--- src/rtl/hann_window_ctrl_pkg.sv ---
// hann_window_ctrl_pkg: shared state encoding, rounding constant and default sizes
package hann_window_ctrl_pkg;
  typedef enum logic [1:0] {IDLE, RUN, DRAIN} state_t;
  localparam int ROUND_Q16 = 32'h8000;
  localparam int DEF_ADDR_WIDTH = 10;
  localparam int DEF_DATA_WIDTH = 16;
  localparam int DEF_FRAME_LEN = 1024;
endpackage

--- src/rtl/hann_mul_round.sv ---
// hann_mul_round: signed sample times unsigned Q0.16 coefficient, rounded back to sample width
module hann_mul_round
  import hann_window_ctrl_pkg::*;
#(
  parameter int DATA_WIDTH = DEF_DATA_WIDTH
) (
  input  logic signed [DATA_WIDTH-1:0] sample,
  input  logic        [DATA_WIDTH-1:0] coef,
  output logic signed [DATA_WIDTH-1:0] product
);
  localparam int PW = 2 * DATA_WIDTH + 1;
  logic signed [PW-1:0] full;
  // Coefficient is zero-extended so it always multiplies as a non-negative fraction
  assign full = PW'(sample) * $signed(PW'(coef)) + PW'(ROUND_Q16);
  // Coefficient is below 1.0, so the shifted result always fits the sample width
  assign product = DATA_WIDTH'(full >>> DATA_WIDTH);
endmodule

--- src/rtl/hann_window_ctrl.sv ---
// hann_window_ctrl: sequences the Hann coefficient RAM and windows a PCM sample stream
module hann_window_ctrl
  import hann_window_ctrl_pkg::*;
#(
  parameter int ADDR_WIDTH = DEF_ADDR_WIDTH,
  parameter int DATA_WIDTH = DEF_DATA_WIDTH,
  parameter int FRAME_LEN  = DEF_FRAME_LEN
) (
  input  logic                         clk,
  input  logic                         rst_n,
  input  logic                         start,
  output logic                         busy,
  output logic                         frame_done,
  input  logic                         s_valid,
  output logic                         s_ready,
  input  logic signed [DATA_WIDTH-1:0] s_data,
  output logic                         m_valid,
  input  logic                         m_ready,
  output logic        [DATA_WIDTH-1:0] m_data,
  output logic                         m_last,
  input  logic                         cfg_wr_en,
  output logic                         cfg_ready,
  input  logic        [ADDR_WIDTH-1:0] cfg_addr,
  input  logic        [DATA_WIDTH-1:0] cfg_data,
  output logic        [ADDR_WIDTH-1:0] lut_addr,
  output logic        [DATA_WIDTH-1:0] lut_wr_data,
  output logic                         lut_wr_en,
  input  logic        [DATA_WIDTH-1:0] lut_rd_data
);
  state_t state, state_nxt;
  logic [ADDR_WIDTH-1:0] idx, addr_hold;
  logic p1_valid, p1_last;
  logic signed [DATA_WIDTH-1:0] p1_sample, product;
  logic adv, accept, idx_last, cfg_hs;

  assign adv = !m_valid | m_ready;
  assign s_ready = (state == RUN) & adv;
  assign accept = s_valid & s_ready;
  assign idx_last = idx == ADDR_WIDTH'(FRAME_LEN - 1);
  assign cfg_ready = (state == IDLE) & !start;
  assign cfg_hs = cfg_wr_en & cfg_ready;
  assign lut_wr_en = cfg_hs;
  assign lut_wr_data = cfg_data;
  // Holding the address during stalls makes the RAM re-read the same coefficient
  assign lut_addr = cfg_hs ? cfg_addr : accept ? idx : addr_hold;
  assign busy = state != IDLE;
  assign frame_done = m_valid & m_ready & m_last;

  // Next state: run until the last sample is taken, drain until it leaves the output
  always_comb begin
    state_nxt = state;
    state_nxt = (state == IDLE && start) ? RUN :
                (state == RUN && accept && idx_last) ? DRAIN :
                (state == DRAIN && frame_done) ? IDLE : state;
  end

  // State register
  always_ff @(posedge clk or negedge rst_n)
    if (!rst_n) state <= IDLE;
    else state <= state_nxt;

  // Frame index and the held RAM address follow accepted samples
  always_ff @(posedge clk or negedge rst_n)
    if (!rst_n) begin
      idx <= '0;
      addr_hold <= '0;
    end else if (state == IDLE && start) begin
      idx <= '0;
    end else if (accept) begin
      idx <= idx_last ? '0 : idx + ADDR_WIDTH'(1);
      addr_hold <= idx;
    end

  // Stage 1 holds the sample while its coefficient is read from the RAM
  always_ff @(posedge clk or negedge rst_n)
    if (!rst_n) begin
      p1_valid <= 1'b0;
      p1_sample <= '0;
      p1_last <= 1'b0;
    end else if (accept) begin
      p1_valid <= 1'b1;
      p1_sample <= s_data;
      p1_last <= idx_last;
    end else if (adv) begin
      p1_valid <= 1'b0;
      p1_last <= 1'b0;
    end

  hann_mul_round #(.DATA_WIDTH(DATA_WIDTH)) u_mul (
    .sample (p1_sample),
    .coef   (lut_rd_data),
    .product(product)
  );

  // Output register advances when downstream can take a word and holds otherwise
  always_ff @(posedge clk or negedge rst_n)
    if (!rst_n) begin
      m_valid <= 1'b0;
      m_data <= '0;
      m_last <= 1'b0;
    end else if (adv) begin
      m_valid <= p1_valid;
      m_data <= product;
      m_last <= p1_last;
    end
endmodule

--- config.mk ---
export PLATFORM = sky130hd
export DESIGN_NAME = hann_window_ctrl
export DESIGN_NICKNAME = d
export VERILOG_FILES = /design/src/rtl/hann_window_ctrl_pkg.sv /design/src/rtl/hann_mul_round.sv /design/src/rtl/hann_window_ctrl.sv
export SDC_FILE = /design/constraint.sdc
export NUM_CORES = 1
export LEC_CHECK = 0
export ABC_AREA = 1
export BUFFER_PORTS_ARGS = -buffer_cell sky130_fd_sc_hd__buf_2
export CAP_MARGIN = 15
export CORE_ASPECT_RATIO = 0.8
export CORE_MARGIN = 2
export CORE_UTILIZATION = 35
export CTS_CLUSTER_SIZE = 16
export DETAILED_ROUTE_END_ITERATION = 12
export GPL_TIMING_DRIVEN = 0
export PLACE_DENSITY = 0.58
export REMOVE_ABC_BUFFERS = 1
export SKIP_LAST_GASP = 1
export SLEW_MARGIN = 20
export SYNTH_ARGS = -nofsm -noshare
export SYNTH_HDL_FRONTEND = slang
export SYNTH_HIERARCHICAL = 1
export SYNTH_SLANG_ARGS = --single-unit
--- constraint.sdc ---
create_clock -name clk -period 6.2 [get_ports clk]
set_clock_uncertainty 0.05 [all_clocks]
set_input_delay 0 -clock clk [delete_from_list [all_inputs] [get_ports clk]]
set_output_delay 0 -clock clk [all_outputs]
set_load 0.05 [all_outputs]
==> results.yml, run 1 <==
clock_network:
  clockBufferDepth: 2
  clk_pin_slew_ns: 0.06
  htree_levels: 3
  cts_tree: "yes"
  cts_sinks: 58
  clk_latency_ns: 0.35
  cts_root_buffer: "clkbuf_16"
  numCtsBuffers: 9
sta:
  rsz0062_at_grt: "no"
  tightestPinTransition_ns: 0.903
  final.min_clock_period_ns: 5.95
  hold_viol_final: 0
  slew_headroom_pct: 39.8
  fin_crit_sh_pct: 95.9
  maxSlewViolCount: 0
  setup_tns_ns: 0
  setup-violations-final: 0
  fmax_mhz: 168
setup_path:
  crit_path_end_kind: "flop"
  path_class: "flop to flop"
  r2r-start: "p1_sample[12]"
  path_cells: "nand2_1 -> fa_1 -> inv_1 -> fa_1 -> fa_1 -> fa_1 -> fa_1 -> inv_1 -> fa_1 -> inv_1 -> ha_1 -> nand2_1 -> nor2_1 -> inv_1 -> nor3_1 -> o21ai_0 -> nand3_1 -> nand2_1 -> nand2_1 -> nand2_1 -> nand2_1"
  startpoint_type: "flop"
  r2r_cells: 21
  slowest_delay_ns: 0.83
  critPathRequiredTime_ns: 6.43
  crit_fanout: 17
  r2r_setup_slack_ns: 0.25
  reg2reg_to: "m_data[8]"
  crit_arrival_ns: 6.18
  cp_slowest_cell: "dfrtp_1"
route:
  drc_errors: 0
  routed_via_density: 4.64
  wl_um: 30500
  wl_per_cell_um: 14.6
  drt_iter0_markers: 606
  ant_nets: 0
  via_count: 9695
  firstDrtPassIters: 5
run:
  maxCapViolCount: 0
synth:
  synth_edf_count: 0
  avgSynthCellArea_um2: 7.38
  synth_commonest_cells: "nand2_1 (536), inv_1 (397), fa_1 (193)"
  synth_area_leaders: "fa_1 (33%), nand2_1 (17%), inv_1 (13%)"
  synth_warnings: 6
  synth.distinct_cells: 30
  synth.most_common_cell: "nand2_1"
  seq_area_frac_synth_pct: 12.3
  syn_inst: 1603
  synth_seq_cells: 58
  syn-cell-area_um2: 11800
  async_flop_share_pct: 100
  ys.flop_type: "dfrtp_1"
  synth_top_area_share_pct: 32.6
  yosysTopAreaCell: "fa_1"
floorplanning:
  core-area_um2: 33500
  initial_utilization_pct: 35.4
  io_pins: 113
  die_w_um: 210
  row_count: 60
  die_area_um2: 35300
  chipHeight_um: 168
hold_path:
  min_to: "state[0]"
  min_from: "start"
  worstHoldPathType: "primary input to flop"
  hold_path_depth: 3
grt:
  grt_util_all_layers_pct: 18.2
  grt_max_degree: 59
  overflow: 0
  grt_antenna_before_repair: 0
  grt_first_pass_wirelength_um: 51800
  grt_pass1_vias: 10093
outcome:
  outcome: "completed"
place:
  dp_hpwl_um: 24200
  numPortBuffers: 80
  place_congestion: 0.931
final_layout:
  layout-drive-gt1-share_pct: 8.27
  n_antenna_cell: 0
  multiInputGateArea_um2: 8490
  nFillCells: 3536
  regArea_um2: 1470
  num-nets-final: 2025
  area_delta_synth_final_pct: 10.3
-- layer usage --
layer  vias to the layer above  GRT usage, %  wire (um)
met5                         -             0          0
met4                         0          3.58        378
met3                        28          2.67       1880
met2                       242          28.4      13400
met1                      4713          26.9      14900
li1                       4712             -          -
-- worst max-delay path by stage --
| stage | startpoint | to | slack [ns] | cells after the start |
|---|---|---|---|---|
| 4_1_cts | p1_sample[7] | m_data[4] | 0.07 | 24 |
| 3_5_place_dp | p1_sample[7] | m_data[4] | 0.12 | 24 |
| 6_report | p1_sample[12] | m_data[8] | 0.25 | 21 |
| 3_3_place_gp | p1_sample[7] | m_data[11] | 0.12 | 23 |
| 2_1_floorplan | p1_sample[7] | m_data[4] | 1.02 | 24 |
| 5_1_grt | p1_sample[15] | m_data[14] | 0.002 | 21 |
-- sequential cells by signal (all words and copies together), names as in the netlist --
name       flops
addr_hold     10
m_valid        1
idx           10
state          2
p1_valid       1
m_last         1
p1_sample     16
m_data        16
p1_last        1
-- cell type report --
class                           instances  share of cell area (%)
Sequential cell                        58                    11.3
Inverter                              400                    11.5
Clock inverter                          6                   0.374
Timing Repair Buffer                  116                    5.81
Multi-Input combinational cell       1066                    65.0
Clock buffer                           10                    1.83
Tap cell                              434                    4.16
-- cell usage in the layout, fill, tap and decap left out, drive strengths merged --
cell         Yosys  final
a21o             5      5
a21oi           35     35
a31oi            5      5
buf             26     82
clkbuf          53     10
clkinv           1      1
clkinvlp         0      4
dfrtp           58     58
dlygate4sd3      0     34
fa             193    193
ha             117    117
inv            399    401
nand2          539    539
nand3           31     31
nand4            5      5
nor2            70     70
nor3            12     12
o211ai           2      2
o21ai           36     36
or2              8      8
xnor2            4      4
xor2             4      4
-- logic make-up after synthesis --
| logic type | count (synthesis) | synth area share, % |
|---|---|---|
| AO/OA/AOI/OAI | 83 | 3.96 |
| XOR/XNOR | 8 | 0.592 |
| AND/OR/NAND/NOR | 665 | 22.2 |
| flip-flops | 58 | 12.3 |
| buffers and inverters | 479 | 16.0 |
| adder cells (fa/ha/maj) | 310 | 45.0 |
-- metrics by stage --
step / cells / instance area [um2] / hold WS (ns) / utilization (%) / setup WS [ns]
after CTS: 2088 / 13000 / 0.0175 / 38.9 / 0.0732
after floorplan: 1524 / 11400 / -0.346 / - / 1.02
final: 2090 / 13100 / 0.0143 / 39.0 / 0.251
after global routing: 2090 / 13100 / 0.0504 / 39.0 / 0.00155
after detailed placement: 2038 / 12400 / -0.0492 / 37.0 / 0.119
after global placement: 2038 / 12400 / -0.0492 / 37.0 / 0.115
-- critical path, delay by kind of cell (launching register included) --
family | cells | cell delay (ns)
adder cells (fa/ha/maj) | 7 | 3.42
flip-flops | 1 | 0.83
AO/OA/AOI/OAI | 1 | 0.19
buffers and inverters | 4 | 0.22
AND/OR/NAND/NOR | 9 | 1.17
-- what timing repair did --
item	CTS	global route
hold buffers	34	0
hold endpoints to repair	91	0
gates resized for setup	0	14
setup endpoints to repair	0	16
setup buffers	0	2
Power of run 1 is not shown: default switching activity piles up to over one toggle a cycle in this logic, so the estimate is an artifact.
==> run 2, diff against run 1 <==
--- a/config.mk
+++ b/config.mk
@@ -14,7 +14,9 @@
 export CTS_CLUSTER_SIZE = 16
 export DETAILED_ROUTE_END_ITERATION = 12
 export GPL_TIMING_DRIVEN = 0
+export HOLD_SLACK_MARGIN = 0.1
 export PLACE_DENSITY = 0.58
+export RECOVER_POWER = 25
 export REMOVE_ABC_BUFFERS = 1
 export SKIP_LAST_GASP = 1
 export SLEW_MARGIN = 20
==> run 2 against run 1 <==
  * Critical path depth unchanged
  * Worst hold slack better by 0.10 ns
  * Maximum frequency down 0.12%
  * Via count rose by 1.2%
  * Worst setup slack worse by 0.0072 ns
  * Non-clock buffer count increased by 14
  * Register-to-register slack hardly changed
  * The flow now finishes with violations (capacitance limit, slew limit)
  * Global-route usage rose by 0.098 points
  * Cell count increased by 0.67%
  * Critical path type unchanged
  * Utilization is 0.41 points higher
  * Sequential cell count is the same
  * Routed wire length increased by 0.58%
==> results.yml, run 2 (synthesis results as in run 1) <==
clock_network:
  cts_tree: "yes"
  htree_levels: 3
  clk_pin_slew_ns: 0.06
  clk_latency_ns: 0.35
  cts_sinks: 58
  clockBufferDepth: 2
  cts_root_buffer: "clkbuf_16"
  numCtsBuffers: 9
floorplanning:
  core-area_um2: 33500
  row_count: 60
  die_w_um: 210
  die_area_um2: 35300
  chipHeight_um: 168
  initial_utilization_pct: 35.4
  io_pins: 113
final_layout:
  num-nets-final: 2039
  reg_top3: "m_data: 16 flops, p1_sample: 16 flops"
  layout_commonest_cell: "nand2_1"
  nFillCells: 3513
  layout-drive-gt1-share_pct: 8.14
  area_delta_synth_final_pct: 11.4
  postLayoutCellArea_um2: 13200
  final_util_pct: 39.4
  mostFrequentLayoutCells: "nand2_1 (536), inv_1 (396), fa_1 (193)"
  n_antenna_cell: 0
setup_path:
  path_class: "flop to flop"
  crit_path_end_kind: "flop"
  crit_arrival_ns: 6.19
  crit_fanout: 17
  startpoint_type: "flop"
  critPathRequiredTime_ns: 6.43
hold_path:
  worstHoldPathType: "primary input to flop"
sta:
  fin_crit_sh_pct: 96.1
  tightestPinTransition_ns: 3.20
  setup_tns_ns: 0
  hold_viol_final: 0
  setup-violations-final: 0
  rsz0062_at_grt: "no"
  maxSlewViolCount: 59
  slew_headroom_pct: -114
  final.min_clock_period_ns: 5.96
  fmax_mhz: 168
grt:
  grt_first_pass_wirelength_um: 52200
  grt_antenna_before_repair: 0
  grt_pass1_vias: 10195
  grt_max_degree: 59
  overflow: 0
  grt_util_all_layers_pct: 18.3
place:
  dp_hpwl_um: 24200
  place_area_um2: 12400
  numPortBuffers: 80
  place_congestion: 0.931
outcome:
  violations: "capacitance limit, slew limit"
  outcome: "finished with violations"
route:
  ant_nets: 0
  routed_via_density: 4.66
  via_count: 9813
  wl_um: 30700
  drt_iter0_markers: 624
  drc_errors: 0
  firstDrtPassIters: 5
  wl_per_cell_um: 14.6
run:
  maxCapViolCount: 1
-- run 2: layer usage --
layer | GRT usage [%] | wire length, um | up-vias
li1 | - | - | 4741
met5 | 0 | 0 | -
met4 | 3.15 | 282 | 0
met3 | 2.12 | 1720 | 23
met1 | 27.4 | 15200 | 4805
met2 | 28.8 | 13500 | 244
-- run 2: path summary, 6_finish.rpt --
check / startpoint / end / slack (ns) / depth (start not counted)
max: p1_sample[12] / m_data[8] / 0.24 / 21
min: s_valid / idx[3] / 0.11 / 5
max reg2reg: p1_sample[12] / m_data[8] / 0.24 / 21
min reg2reg: addr_hold[9] / addr_hold[9] / 0.42 / 2
max in group asynchronous: rst_n / p1_sample[7] / 2.65 / 2
min in group asynchronous: rst_n / p1_sample[8] / 1.21 / 2
-- run 2: critical path, stage by stage, from the launching register on --
cell and delay, ns:
dfrtp_1 0.83, nand2_1 0.15, fa_1 0.50, inv_1 0.05, fa_1 0.58, fa_1 0.47
fa_1 0.53, fa_1 0.51, inv_1 0.05, fa_1 0.47, inv_1 0.04, ha_1 0.36
nand2_1 0.15, nor2_1 0.20, inv_1 0.08, nor3_1 0.20, o21ai_0 0.19, nand3_1 0.12
nand2_1 0.06, nand2_1 0.09, nand2_1 0.07, nand2_1 0.11
-- run 2: final cells by class --
class                   instances  area [um2]  share of cell area (%)
well taps                     434         543                    4.12
flip-flops and latches         58        1470                    11.1
clock buffers                  10         239                    1.81
multi-input cells            1066        8490                    64.4
clock inverters                 6        48.8                   0.370
repair buffers                130         895                    6.78
inverters                     400        1510                    11.4
-- run 2: through the flow --
stage,setup WS (ns),cells,hold slack [ns]
after floorplan,1.02,1524,-0.346
after global placement,0.115,2038,-0.0492
after detailed placement,0.119,2038,-0.0492
after CTS,0.0732,2102,0.111
after global routing,0.00360,2104,0.179
final,0.244,2104,0.114
-- run 2: what timing repair did --
item | 4_1_cts | 5_1_grt
resized for setup | 0 | 14
endpoints found under the setup margin | 0 | 16
hold buffers | 48 | 0
hold endpoints to repair | 95 | 0
buffers inserted | 0 | 2
Power of run 2 is left out for the same reason.
==> run 3, diff against run 2 <==
--- a/config.mk
+++ b/config.mk
@@ -15,7 +15,6 @@
 export DETAILED_ROUTE_END_ITERATION = 12
 export GPL_TIMING_DRIVEN = 0
 export HOLD_SLACK_MARGIN = 0.1
-export PLACE_DENSITY = 0.58
 export RECOVER_POWER = 25
 export REMOVE_ABC_BUFFERS = 1
 export SKIP_LAST_GASP = 1
==> run 3 against run 2 <==
  * Worst hold slack lost 0.0014 ns
  * The run still ends with capacitance limit, slew limit left
  * First-iteration DRC count increased by 7.7%
  * Design area shrank 0.63%
  * Routed wire length decreased by 1.1%
  * Clock-buffer cell count rose by 1
  * Worst setup slack better by 0.062 ns
  * Sequential cell count unchanged
  * Die area unchanged
  * Via count shrank 0.39%
  * Critical endpoint is now m_data[14]
==> results.yml, run 3 (synthesis results as in run 1) <==
sta:
  setup-violations-final: 0
  maxSlewViolCount: 59
  fin_crit_sh_pct: 95.1
  final.min_clock_period_ns: 5.89
  fmax_mhz: 170
  slew_headroom_pct: -112
  tightestPinTransition_ns: 3.18
  hold_viol_final: 0
  setup_ws_ns: 0.306
  setup_tns_ns: 0
  rsz0062_at_grt: "yes"
final_layout:
  regArea_um2: 1470
  reg_top3: "m_data: 16 flops, p1_sample: 16 flops"
  multiInputGateArea_um2: 8490
  area_delta_synth_final_pct: 10.7
  layout_commonest_cell: "nand2_1"
  n_antenna_cell: 0
  mostFrequentLayoutCells: "nand2_1 (536), inv_1 (396), fa_1 (193)"
  layout-drive-gt1-share_pct: 8.19
  num-nets-final: 2030
  nFillCells: 3519
grt:
  overflow: 0
  grt_util_all_layers_pct: 18.0
  grt-busiest-layer: "met2"
  grt_first_pass_wirelength_um: 51400
  grt_max_degree: 59
  grt_pass1_vias: 10004
  grtUsageMet1_pct: 27.0
  grt_use_met3_pct: 2.21
  grt_antenna_before_repair: 0
  met2_usage_pct: 28.2
floorplanning:
  core-area_um2: 33500
  die_area_um2: 35300
  row_count: 60
  initial_utilization_pct: 35.4
  die_w_um: 210
  io_pins: 113
  chipHeight_um: 168
hold_path:
  min_from: "s_valid"
  min_to: "p1_sample[12]"
  worstHoldPathType: "primary input to flop"
  hold_path_depth: 5
setup_path:
  path_class: "flop to flop"
  crit_arrival_ns: 6.07
  startpoint: "p1_sample[7]"
  r2r_setup_slack_ns: 0.31
  crit_path_end_kind: "flop"
  crit_fanout: 17
  r2r-start: "p1_sample[7]"
  reg2reg_to: "m_data[14]"
  r2r_cells: 21
  critPathRequiredTime_ns: 6.38
  startpoint_type: "flop"
clock_network:
  cts_sinks: 58
  clk_latency_ns: 0.34
  cts_tree: "yes"
  numCtsBuffers: 9
  clockBufferDepth: 2
  clk_pin_slew_ns: 0.05
  cts_root_buffer: "clkbuf_16"
  htree_levels: 3
place:
  place_worst_setup_slack_ns: 0.108
  numPortBuffers: 80
  place_congestion: 0.906
  dp_hpwl_um: 24100
route:
  via_count: 9775
  routed_via_density: 4.67
  ant_nets: 0
  firstDrtPassIters: 5
  wl_um: 30400
  drc_errors: 0
  drt_iter0_markers: 672
  wl_per_cell_um: 14.5
outcome:
  outcome: "finished with violations"
  violations: "capacitance limit, slew limit"
run:
  maxCapViolCount: 1
## run 3: routing by layer
metal  up-vias  part of all wire [%]
met5         -                     0
met1      4786                    50
met4         0                   1.3
met2       241                    44
li1       4719                     -
met3        29                   5.3
## run 3: what timing repair did
item | 4_1_cts | 5_1_grt
buffers inserted | 0 | 2
endpoints found under the setup margin | 0 | 14
gates resized for setup | 0 | 14
hold buffers | 39 | 0
endpoints found under the hold margin | 95 | 0
## run 3: stage by stage
| stage | area (um2) | hold WS, ns | util [%] | cells |
|---|---|---|---|---|
| final | 13100 | 0.112 | 39.1 | 2095 |
| after global routing | 13100 | 0.137 | 39.1 | 2095 |
| after CTS | 13100 | 0.101 | 39.1 | 2093 |
| after detailed placement | 12400 | -0.0492 | 37.0 | 2038 |
| after global placement | 12400 | -0.0492 | 37.0 | 2038 |
| after floorplan | 11400 | -0.346 | - | 1524 |
## run 3: critical path: stages (launching register included)
cell and delay, ns:
dfrtp_2 0.66, nand2_1 0.16, fa_1 0.54, fa_1 0.52, inv_1 0.06, fa_1 0.57, fa_1 0.43, fa_1 0.53
inv_1 0.06, fa_1 0.51, inv_1 0.05, ha_1 0.35, a21oi_1 0.29, o21ai_0 0.20, a21oi_1 0.29, nor2_1 0.07
nor2_1 0.12, nand2_1 0.06, nand2_1 0.05, nand2_1 0.05, nand2_1 0.06, nand2_1 0.06
## run 3: final cells by class
type,instances,area share (%)
Multi-Input combinational cell,1066,64.8
Clock buffer,11,1.85
Sequential cell,58,11.2
Timing Repair Buffer,121,6.14
Tap cell,434,4.14
Inverter,400,11.5
Clock inverter,5,0.411
## run 3: worst max-delay path by stage
| stage | to | depth (start not counted) |
|---|---|---|
| global placement | m_data[14] | 21 |
| floorplan | m_data[4] | 24 |
| CTS | m_data[14] | 21 |
| finish | m_data[14] | 21 |
| detailed placement | m_data[14] | 23 |
| global route | m_data[14] | 19 |
Power of run 3 is left out for the same reason.
